`src/rtl/sparsity_sched_ctrl_pkg.sv`:
```
// Shared state encodings and defaults for the sparsity scheduler and the layer control FSM.
package sparsity_sched_ctrl_pkg;

  localparam int CSN_DEFAULT = 16;

  typedef enum logic [2:0] {
    ST_IDLE      = 3'd0,
    ST_PREAMBLE  = 3'd1,
    ST_ARM       = 3'd2,
    ST_INTEGRATE = 3'd3,
    ST_DRAIN     = 3'd4,
    ST_DONE      = 3'd5
  } sched_state_e;

endpackage

```
`src/rtl/sparsity_sched_ctrl_lane_popcount.sv`:
```
// Combinational count of non-sparse lanes in one sparsity mask beat.
module lane_popcount
  import sparsity_sched_ctrl_pkg::*;
#(
  parameter int CYCLE_SAMPLE_NUM = CSN_DEFAULT
) (
  input  logic [CYCLE_SAMPLE_NUM-1:0]       mask,
  output logic [$clog2(CYCLE_SAMPLE_NUM):0] count
);

  localparam int CW = $clog2(CYCLE_SAMPLE_NUM) + 1;

  always_comb begin
    count = '0;
    for (int i = 0; i < CYCLE_SAMPLE_NUM; i++) begin
      count = count + CW'(mask[i]);
    end
  end

endmodule

```
`src/rtl/sparsity_sched_ctrl.sv`:
```
// Per-layer sequencer: preamble count, integration over sparsity mask beats, drain, done.
module sparsity_sched_ctrl
  import sparsity_sched_ctrl_pkg::*;
#(
  parameter int CYCLE_SAMPLE_NUM = CSN_DEFAULT,
  parameter int DRAIN_CYCLES     = 4,
  parameter int TIMEOUT_CYCLES   = 1024
) (
  input  logic                        clk,
  input  logic                        rst_n,
  input  logic                        layer_start,
  input  logic                        abort,
  input  logic [15:0]                 preamble_cycle_length,
  input  logic [15:0]                 integration_cycles,
  input  logic                        act_tvalid,
  input  logic                        wt_tvalid,
  input  logic [CYCLE_SAMPLE_NUM-1:0] sparsity_tdata,
  input  logic                        sparsity_tvalid,
  output logic                        state_changed,
  output logic                        integration_start,
  output logic [CYCLE_SAMPLE_NUM-1:0] lane_enable,
  output logic                        cycle_skip,
  output logic [31:0]                 nonzero_count,
  output logic [15:0]                 skip_count,
  output logic                        layer_done,
  output logic                        busy,
  output logic [1:0]                  err_flags
);

  localparam int PCW = $clog2(CYCLE_SAMPLE_NUM) + 1;
  localparam int DW  = (DRAIN_CYCLES > 1) ? $clog2(DRAIN_CYCLES) : 1;
  localparam int TW  = $clog2(TIMEOUT_CYCLES + 1);
  localparam logic [DW-1:0] DRAIN_LAST = DW'((DRAIN_CYCLES > 0) ? DRAIN_CYCLES - 1 : 0);
  localparam logic [TW-1:0] IDLE_LAST  = TW'((TIMEOUT_CYCLES > 0) ? TIMEOUT_CYCLES - 1 : 0);

  function automatic logic [31:0] sat_add32(input logic [31:0] a, input logic [31:0] b);
    logic [32:0] s;
    s = {1'b0, a} + {1'b0, b};
    return s[32] ? 32'hFFFF_FFFF : s[31:0];
  endfunction

  function automatic logic [15:0] sat_inc16(input logic [15:0] a);
    return (a == 16'hFFFF) ? a : a + 16'd1;
  endfunction

  sched_state_e state_q, state_d;

  logic [15:0]                 pre_cnt_q, pre_cnt_d;
  logic [15:0]                 beat_cnt_q, beat_cnt_d;
  logic [TW-1:0]               idle_cnt_q, idle_cnt_d;
  logic [DW-1:0]               drain_cnt_q, drain_cnt_d;
  logic [31:0]                 nonzero_count_q, nonzero_count_d;
  logic [15:0]                 skip_count_q, skip_count_d;
  logic [1:0]                  err_flags_q, err_flags_d;
  logic                        state_changed_q, state_changed_d;
  logic                        integration_start_q, integration_start_d;
  logic [CYCLE_SAMPLE_NUM-1:0] lane_enable_q, lane_enable_d;
  logic                        cycle_skip_q, cycle_skip_d;
  logic                        layer_done_q, layer_done_d;
  logic                        busy_q, busy_d;

  logic [PCW-1:0] pop;
  logic [15:0]    beat_target;
  logic           start_ok, beat, last_beat, timeout;

  lane_popcount #(.CYCLE_SAMPLE_NUM(CYCLE_SAMPLE_NUM)) u_popcount (
    .mask  (sparsity_tdata),
    .count (pop)
  );

  // Beats only count in INTEGRATE; an abort on the same cycle discards the beat.
  always_comb begin
    beat_target = (integration_cycles == 16'd0) ? 16'd1 : integration_cycles;
    start_ok    = (state_q == ST_IDLE) && layer_start && !abort;
    beat        = (state_q == ST_INTEGRATE) && sparsity_tvalid && !abort;
    last_beat   = beat && ((beat_cnt_q + 16'd1) == beat_target);
    timeout     = (state_q == ST_INTEGRATE) && !sparsity_tvalid && (idle_cnt_q == IDLE_LAST);
  end

  always_comb begin
    state_d = state_q;
    if (abort) begin
      state_d = ST_IDLE;
    end else begin
      case (state_q)
        ST_IDLE:      if (layer_start) state_d = ST_PREAMBLE;
        ST_PREAMBLE:  if (pre_cnt_q == preamble_cycle_length) state_d = ST_ARM;
        ST_ARM:       state_d = ST_INTEGRATE;
        ST_INTEGRATE: begin
          if (last_beat)    state_d = (DRAIN_CYCLES == 0) ? ST_DONE : ST_DRAIN;
          else if (timeout) state_d = ST_DONE;
        end
        ST_DRAIN:     if (drain_cnt_q == DRAIN_LAST) state_d = ST_DONE;
        ST_DONE:      state_d = ST_IDLE;
        default:      state_d = ST_IDLE;
      endcase
    end
  end

  always_comb begin
    pre_cnt_d       = pre_cnt_q;
    beat_cnt_d      = beat_cnt_q;
    idle_cnt_d      = idle_cnt_q;
    drain_cnt_d     = '0;
    nonzero_count_d = nonzero_count_q;
    skip_count_d    = skip_count_q;
    err_flags_d     = err_flags_q;
    if (start_ok) begin
      pre_cnt_d       = '0;
      beat_cnt_d      = '0;
      idle_cnt_d      = '0;
      nonzero_count_d = '0;
      skip_count_d    = '0;
    end
    if (state_q == ST_PREAMBLE && act_tvalid && wt_tvalid) pre_cnt_d = pre_cnt_q + 16'd1;
    if (state_q == ST_DRAIN) drain_cnt_d = drain_cnt_q + DW'(1);
    if (beat) begin
      beat_cnt_d      = beat_cnt_q + 16'd1;
      idle_cnt_d      = '0;
      nonzero_count_d = sat_add32(nonzero_count_q, 32'(pop));
      if (sparsity_tdata == '0) skip_count_d = sat_inc16(skip_count_q);
    end else if (state_q == ST_INTEGRATE && !abort) begin
      idle_cnt_d = idle_cnt_q + TW'(1);
    end
    if (layer_start && state_q != ST_IDLE) err_flags_d[1] = 1'b1;
    if (timeout && !abort)                 err_flags_d[0] = 1'b1;
  end

  always_comb begin
    state_changed_d     = start_ok;
    integration_start_d = (state_q == ST_PREAMBLE) && (state_d == ST_ARM);
    lane_enable_d       = beat ? sparsity_tdata : '0;
    cycle_skip_d        = beat && (sparsity_tdata == '0);
    layer_done_d        = (state_d == ST_DONE);
    busy_d              = (state_d != ST_IDLE);
  end

  always_ff @(posedge clk or negedge rst_n) begin
    if (!rst_n) state_q <= ST_IDLE;
    else        state_q <= state_d;
  end

  always_ff @(posedge clk or negedge rst_n) begin
    if (!rst_n) begin
      pre_cnt_q       <= '0;
      beat_cnt_q      <= '0;
      idle_cnt_q      <= '0;
      drain_cnt_q     <= '0;
      nonzero_count_q <= '0;
      skip_count_q    <= '0;
      err_flags_q     <= '0;
    end else begin
      pre_cnt_q       <= pre_cnt_d;
      beat_cnt_q      <= beat_cnt_d;
      idle_cnt_q      <= idle_cnt_d;
      drain_cnt_q     <= drain_cnt_d;
      nonzero_count_q <= nonzero_count_d;
      skip_count_q    <= skip_count_d;
      err_flags_q     <= err_flags_d;
    end
  end

  always_ff @(posedge clk or negedge rst_n) begin
    if (!rst_n) begin
      state_changed_q     <= 1'b0;
      integration_start_q <= 1'b0;
      lane_enable_q       <= '0;
      cycle_skip_q        <= 1'b0;
      layer_done_q        <= 1'b0;
      busy_q              <= 1'b0;
    end else begin
      state_changed_q     <= state_changed_d;
      integration_start_q <= integration_start_d;
      lane_enable_q       <= lane_enable_d;
      cycle_skip_q        <= cycle_skip_d;
      layer_done_q        <= layer_done_d;
      busy_q              <= busy_d;
    end
  end

  assign state_changed     = state_changed_q;
  assign integration_start = integration_start_q;
  assign lane_enable       = lane_enable_q;
  assign cycle_skip        = cycle_skip_q;
  assign nonzero_count     = nonzero_count_q;
  assign skip_count        = skip_count_q;
  assign layer_done        = layer_done_q;
  assign busy              = busy_q;
  assign err_flags         = err_flags_q;

endmodule

```
`config.mk`:
```
export PLATFORM = sky130hd
export DESIGN_NAME = sparsity_sched_ctrl
export DESIGN_NICKNAME = d
export VERILOG_FILES = /design/src/rtl/sparsity_sched_ctrl_pkg.sv /design/src/rtl/sparsity_sched_ctrl_lane_popcount.sv /design/src/rtl/sparsity_sched_ctrl.sv
export SDC_FILE = /design/constraint.sdc
export NUM_CORES = 1
export LEC_CHECK = 0
export CAP_MARGIN = 20
export CORE_MARGIN = 2
export CORE_UTILIZATION = 50
export CTS_CLUSTER_DIAMETER = 100
export CTS_CLUSTER_SIZE = 20
export DETAILED_ROUTE_END_ITERATION = 16
export GPL_TIMING_DRIVEN = 0
export PLACE_DENSITY_LB_ADDON = 0.12
export SYNTH_ARGS = -nofsm -noshare
export SYNTH_HDL_FRONTEND = slang
export SYNTH_SLANG_ARGS = --single-unit
```
`constraint.sdc`:
```
create_clock -name clk -period 6.6 [get_ports clk]
set_input_delay 1.32 -clock clk [delete_from_list [all_inputs] [get_ports clk]]
set_output_delay 1.32 -clock clk [all_outputs]
set_load 0.02 [all_outputs]
```
==> reports/summary.txt, run 1 <==
Family with the most delay on the worst path = adder cells
Hold_sp = drain_cnt_q[0]
Synth Flop Type = dfrtp_1
Setup crit end = nonzero_count[5]
FF-to-FF setup slack = 3.74 ns
Yosys reg bits = 119
RR Startpoint = beat_cnt_q[0]
Dominant cell type by count on the critical path = fa_1
Most frequent cell after synthesis = dfrtp_1
Final min period = 6.42 ns
Final max-slew violation count = 0
Pwr dens = 217 nW/um^2
Initial antenna violation count = 0
Starting density of the core = 50.7%
Fin crit share = 97.2%
Mapped Area = 6960 sq um
Row cnt = 43
Die Y = 122 um
Synth-to-layout area growth = 32.3%
Clock transition at path regs = 0.06 ns
Critical path capture point type = register
MaxCap Viol Count = 0
Top post-synthesis cells by count = dfrtp_1, nand2_1, nor2_1
Hold-fix buffers, CTS = 0
Worst path buffer plus inverter count = 4
Drt initial violations = 616
First-pass GRT wire length = 30600 um
Worst Tran Pin Value = 0.720 ns
Pin count of the biggest net entering global routing = 68
DRC = 0
Ys Warns = 0
Synth area leaders = dfrtp_1, o21ai_0, nand2_1
Status = finished clean
Core box area = 13700 sq um
GP Congestion = 0.894
Layout Nets = 999
Clock Latency Late Sink = 0.42 ns
CP Launch Type = primary input
I/O pin count = 126
Power consumption = 2000 uW
Number of synthesized flops with an enable pin = 0
Via density = 5.84
Fill cells = 1133
Critical-path cell list = clkdlybuf4s50_1 > inv_1 > ha_1 > inv_1 > fa_1 > fa_1 > fa_1 > fa_1 > fa_2 > fa_2 > xnor2_1 > ha_1 > nor2b_1 > o21a_1 > o21a_2 > o2111ai_4 > buf_8 > nand2_1 > o21ai_2 > a21oi_1
Critical Path RT = 6.87 ns
Synth unique cells = 64
Fmax = 0.156 GHz
I/O Buffers = 125
Final Hold Fails = 0
Final setup viols = 0
Max Buffers Root-to-Sink = 2
TritonCTS clock tree = done
Inserted Diodes = 0
Vias in the first global route = 6132
Post-synth ARST share = 100%
Relative slew slack = 52.0%
Sink Count = 119
Synth top area share = 42.8%
Hold Crit Class = register to register
First-pass DRT Iterations = 5
Crit path launch = sparsity_tdata[0]
WL/cell = 17.2 um
Crit-path slowest cell = fa_1
Leading area contributor after synthesis = dfrtp_1
RR Endpoint = state_q[1]
GRT overflow = 0
Die width = 122 um
Worst Path Class, Setup = primary input to register
Final HPWL DP = 13800 um
Die ar. = 14900 sq um
TNS Setup = 0 ns
CTS root buf = clkbuf_16
Critical path depth = 20
Register area share after synthesis = 42.8%
Final design utilization = 67.1%
Worst r2r path cells = 9
Routed Antenna Nets = 0
Mapped Cells = 764
Layout cells sized above 1 = 7.53%
Max rail drop VDD = 0.201 mV
Data arrival, critical path = 6.68 ns
Syn_nets = 847
Max H-tree Level = 4
CTS Buf Count = 17
Vias post-DR = 6478
Worst-path maximum fanout = 10
Leak = 0.00407 uW
Max Clock Skew = 0.00711 ns
Max stage delay on crit path = 0.54 ns
Synth Area per Inst = 9.11 sq um
Drt total wl = 19100 um
GRT Overall Usage = 26.3%
## routing by layer
layer	vias up	part of all wire [%]	global-route usage, %
li1	3084	-	-
met1	3115	44	37.1
met2	256	48	41.4
met3	23	6.5	4.87
met4	0	1.6	8.26
met5	-	0	0
## cell type report
class | count | area (sq um) | share of cell area, %
multi-input combinational | 575 | 3740 | 40.6
tap | 180 | 225 | 2.45
buffer | 29 | 159 | 1.73
clock inverter | 9 | 120 | 1.31
timing repair buffer | 133 | 1330 | 14.5
inverter | 41 | 154 | 1.67
sequential | 119 | 2980 | 32.4
clock buffer | 23 | 498 | 5.41
## logic make-up after synthesis
family                   after synthesis  share of synthesized area, %
buffers and inverters                 70                          4.17
AND/OR/NAND/NOR                      303                          22.1
multiplexers                          18                          2.61
XOR/XNOR                              46                          5.79
flip-flops                           119                          42.8
adder cells (fa/ha/maj)               28                          6.22
AO/OA/AOI/OAI                        180                          16.3
## cells in the final DEF, fill, tap and decap left out, types with 8 or more instances in the layout
cell,netlist,final
clkbuf_16,0,17
and4_1,8,8
inv_1,41,41
nor4_1,16,16
a31oi_1,18,18
clkdlybuf4s50_1,0,124
nand3_1,44,44
fa_1,11,9
and2_1,8,8
o21ai_0,61,58
nand2_1,73,73
nand4_1,14,14
and3_1,22,22
mux2i_1,17,17
ha_1,17,17
xor2_1,26,26
a311oi_1,10,10
nor3_1,21,20
nor2_1,69,68
a21oi_1,34,32
clkbuf_1,21,19
dfrtp_1,119,119
xnor2_1,20,20
## timing repair
| item | in CTS | in global routing |
|---|---|---|
| gates resized for setup | 12 | 15 |
| setup endpoints to repair | 26 | 30 |
| pin swaps | 0 | 7 |
| setup buffers | 0 | 7 |
## worst min-delay path by stage
stage,to,cells past startpoint
after detailed placement,drain_cnt_q[0],1
after CTS,drain_cnt_q[0],1
after global routing,drain_cnt_q[0],1
after global placement,drain_cnt_q[0],1
final,drain_cnt_q[0],1
after floorplan,drain_cnt_q[0],1
## sequential cells by signal (all words and copies together) (netlist names), 2 cells and up
signal         flops
skip_count        16
beat_cnt_q        16
nonzero_count     32
lane_enable       16
drain_cnt_q        2
idle_cnt_q        11
pre_cnt_q         16
state_q            3
err_flags          2
## per-stage QoR
step / instance area [sq um] / hold slack [ns] / setup WS, ns / std cells
global route: 9200 / 0.461 / -0.00605 / 1109
global placement: 8430 / 0.422 / -0.663 / 1069
detailed placement: 8460 / 0.439 / -0.748 / 1070
CTS: 9110 / 0.451 / -0.00522 / 1102
floorplan: 6960 / 0.408 / 0.265 / 764
finish: 9200 / 0.457 / 0.183 / 1109
## power by group
| part | internal [uW] | switching (uW) | total (uW) |
|---|---|---|---|
| Combinational | 142 | 155 | 297 |
| Sequential | 734 | 5.44 | 740 |
| Clock | 639 | 321 | 960 |
| Total | 1520 | 481 | 2000 |
Note: power is estimated with default switching activity, not from simulation.
==> inputs of run 2 (changes only) <==
--- a/config.mk
+++ b/config.mk
@@ -13,6 +13,7 @@
 export DETAILED_ROUTE_END_ITERATION = 16
 export GPL_TIMING_DRIVEN = 0
 export PLACE_DENSITY_LB_ADDON = 0.12
+export RECOVER_POWER = 100
 export SYNTH_ARGS = -nofsm -noshare
 export SYNTH_HDL_FRONTEND = slang
 export SYNTH_SLANG_ARGS = --single-unit
==> run 2 against run 1 <==
Net effect:
- the flow now finishes with violations (max-capacitance violations, max-slew violations)
- via count rose by 0.40%
- utilization fell by 0.43 points
- sequential share of layout area rose by 0.21 points
- count of clock-buffer cells in the layout did not move
- fmax fell by 0.23%
- final cell count did not move
- total power fell by 0.11%
- combinational power barely moved
- worst setup slack got worse by 0.015 ns
- sequential power barely moved
==> reports/summary.txt, run 2 (same netlist as run 1, synthesis figures left out) <==
Core box area = 13700 sq um
Fmax = 0.155 GHz
Critical Path RT = 6.90 ns
Final design utilization = 66.7%
Hold Crit Class = register to register
Drt total wl = 19200 um
Routed Antenna Nets = 0
Worst-path maximum fanout = 6
Clock transition at path regs = 0.05 ns
Post-Layout Inst Area = 9150 sq um
Commonest non-fill, non-tap cells in the layout = dfrtp_1, dlygate4sd3_1, nand2_1
Largest register FFs = 32
I/O Buffers = 125
GP Congestion = 0.894
RR Endpoint = skip_count[11]
Max Buffers Root-to-Sink = 2
Die Y = 122 um
Fill cells = 1142
Clock Latency Late Sink = 0.41 ns
GRT overflow = 0
WL/cell = 17.4 um
Worst Tran Pin Value = 2.85 ns
Leak = 0.00428 uW
CTS Buf Count = 17
Die ar. = 14900 sq um
Commonest non-fill, non-tap cell in the layout = dfrtp_1
Pwr dens = 218 nW/um^2
Synth-to-layout area growth = 31.4%
Pin count of the biggest net entering global routing = 68
Cell area after placement = 8460 sq um
Row cnt = 43
Layout Nets = 999
Inserted Diodes = 0
Starting density of the core = 50.7%
DRC = 0
Status = complete, but fails checks
Vias post-DR = 6504
CTS root buf = clkbuf_16
Max rail drop VDD = 0.200 mV
Via density = 5.86
Drt initial violations = 703
RR Startpoint = state_q[2]
Sink Count = 119
Worst r2r path cells = 9
Final max-slew violation count = 122
First-pass GRT wire length = 30600 um
Failing checks = max-capacitance violations, max-slew violations
Relative slew slack = -90.0%
MaxCap Viol Count = 2
Final Hold Fails = 0
Critical path capture point type = register
Layout cells sized above 1 = 7.00%
Vias in the first global route = 6132
FF-to-FF setup slack = 3.45 ns
Fin crit share = 97.4%
Worst Path Class, Setup = primary input to register
First-pass DRT Iterations = 5
Final setup viols = 0
TritonCTS clock tree = done
I/O pin count = 126
GRT Overall Usage = 26.3%
Initial antenna violation count = 0
Data arrival, critical path = 6.73 ns
Max Clock Skew = 0.00631 ns
Final HPWL DP = 13800 um
Hold_sp = drain_cnt_q[0]
CP Launch Type = primary input
Final min period = 6.43 ns
Hold path cells = 1
Hold endpoint = drain_cnt_q[0]
Die width = 122 um
Max H-tree Level = 4
==> run 2: metrics by stage <==
stage          hold WS, ns  total power (uW)  setup TNS [ns]  instances  worst slack (ns)
2_1_floorplan        0.408               942               0        764             0.265
3_3_place_gp         0.422              1030          -61.11       1069            -0.663
3_5_place_dp         0.439              1040          -17.27       1070            -0.748
4_1_cts              0.451              2010        -0.00522       1102          -0.00522
5_1_grt              0.461              2080         -0.0145       1109          -0.00605
6_report             0.452              1990               0       1109             0.169
==> run 2: worst max-delay path, stage by stage <==
cell and delay [ns]:
clkdlybuf4s50_1 0.48, inv_1 0.06, ha_1 0.28, inv_1 0.07
fa_1 0.43, fa_1 0.47, fa_1 0.54, fa_1 0.43
fa_2 0.38, fa_2 0.36, xnor2_1 0.14, ha_1 0.33
nor2b_1 0.15, o21a_1 0.18, o21a_2 0.25, o21ai_2 0.30
nor3_2 0.11, a31o_2 0.23, a32o_1 0.20
==> run 2: report_power, final <==
group	internal (uW)	switching [uW]	leakage (uW)	total (uW)
Sequential	735	5.42	0.00165	740
Combinational	139	156	0.00231	295
Clock	639	320	0.000312	960
==> run 2: layer usage <==
| metal | share of wire, % | vias up | global-route usage [%] | wire, um |
|---|---|---|---|---|
| li1 | - | 3082 | - | - |
| met1 | 45 | 3169 | 37.1 | 8720 |
| met2 | 47 | 232 | 41.4 | 9140 |
| met3 | 5.7 | 21 | 4.87 | 1100 |
| met4 | 1.5 | 0 | 8.26 | 293 |
| met5 | 0 | - | 0 | 0 |
==> run 2: worst max path at each step <==
stage	from	end	depth (start not counted)
after detailed placement	sparsity_tdata[0]	nonzero_count[20]	19
after CTS	sparsity_tdata[0]	nonzero_count[5]	20
after global placement	sparsity_tdata[0]	nonzero_count[14]	19
after global routing	sparsity_tdata[0]	nonzero_count[31]	20
final	sparsity_tdata[0]	nonzero_count[15]	19
after floorplan	sparsity_tdata[0]	nonzero_count[15]	18
==> run 2: layout make-up <==
class                   count  area [sq um]  area share (%)
plain buffers              29           151            1.66
clock buffers              23           498            5.45
clock inverters             9           120            1.31
inverters                  41           154            1.68
multi-input cells         575          3720            40.6
flip-flops and latches    119          2980            32.6
well taps                 180           225            2.46
repair buffers            133          1300            14.2
==> run 2: repair_timing <==
action | CTS | global route
hold buffers | 0 | 0
resized for setup | 12 | 15
endpoints found under the setup margin | 26 | 30
pin swaps | 0 | 7
setup buffers | 0 | 7
==> inputs of run 3 (changes only) <==
--- a/config.mk
+++ b/config.mk
@@ -5,7 +5,6 @@
 export SDC_FILE = /design/constraint.sdc
 export NUM_CORES = 1
 export LEC_CHECK = 0
-export CAP_MARGIN = 20
 export CORE_MARGIN = 2
 export CORE_UTILIZATION = 50
 export CTS_CLUSTER_DIAMETER = 100
==> results of run 3 <==
Same layout as run 2: the final DEF is identical, and so are final timing and power.
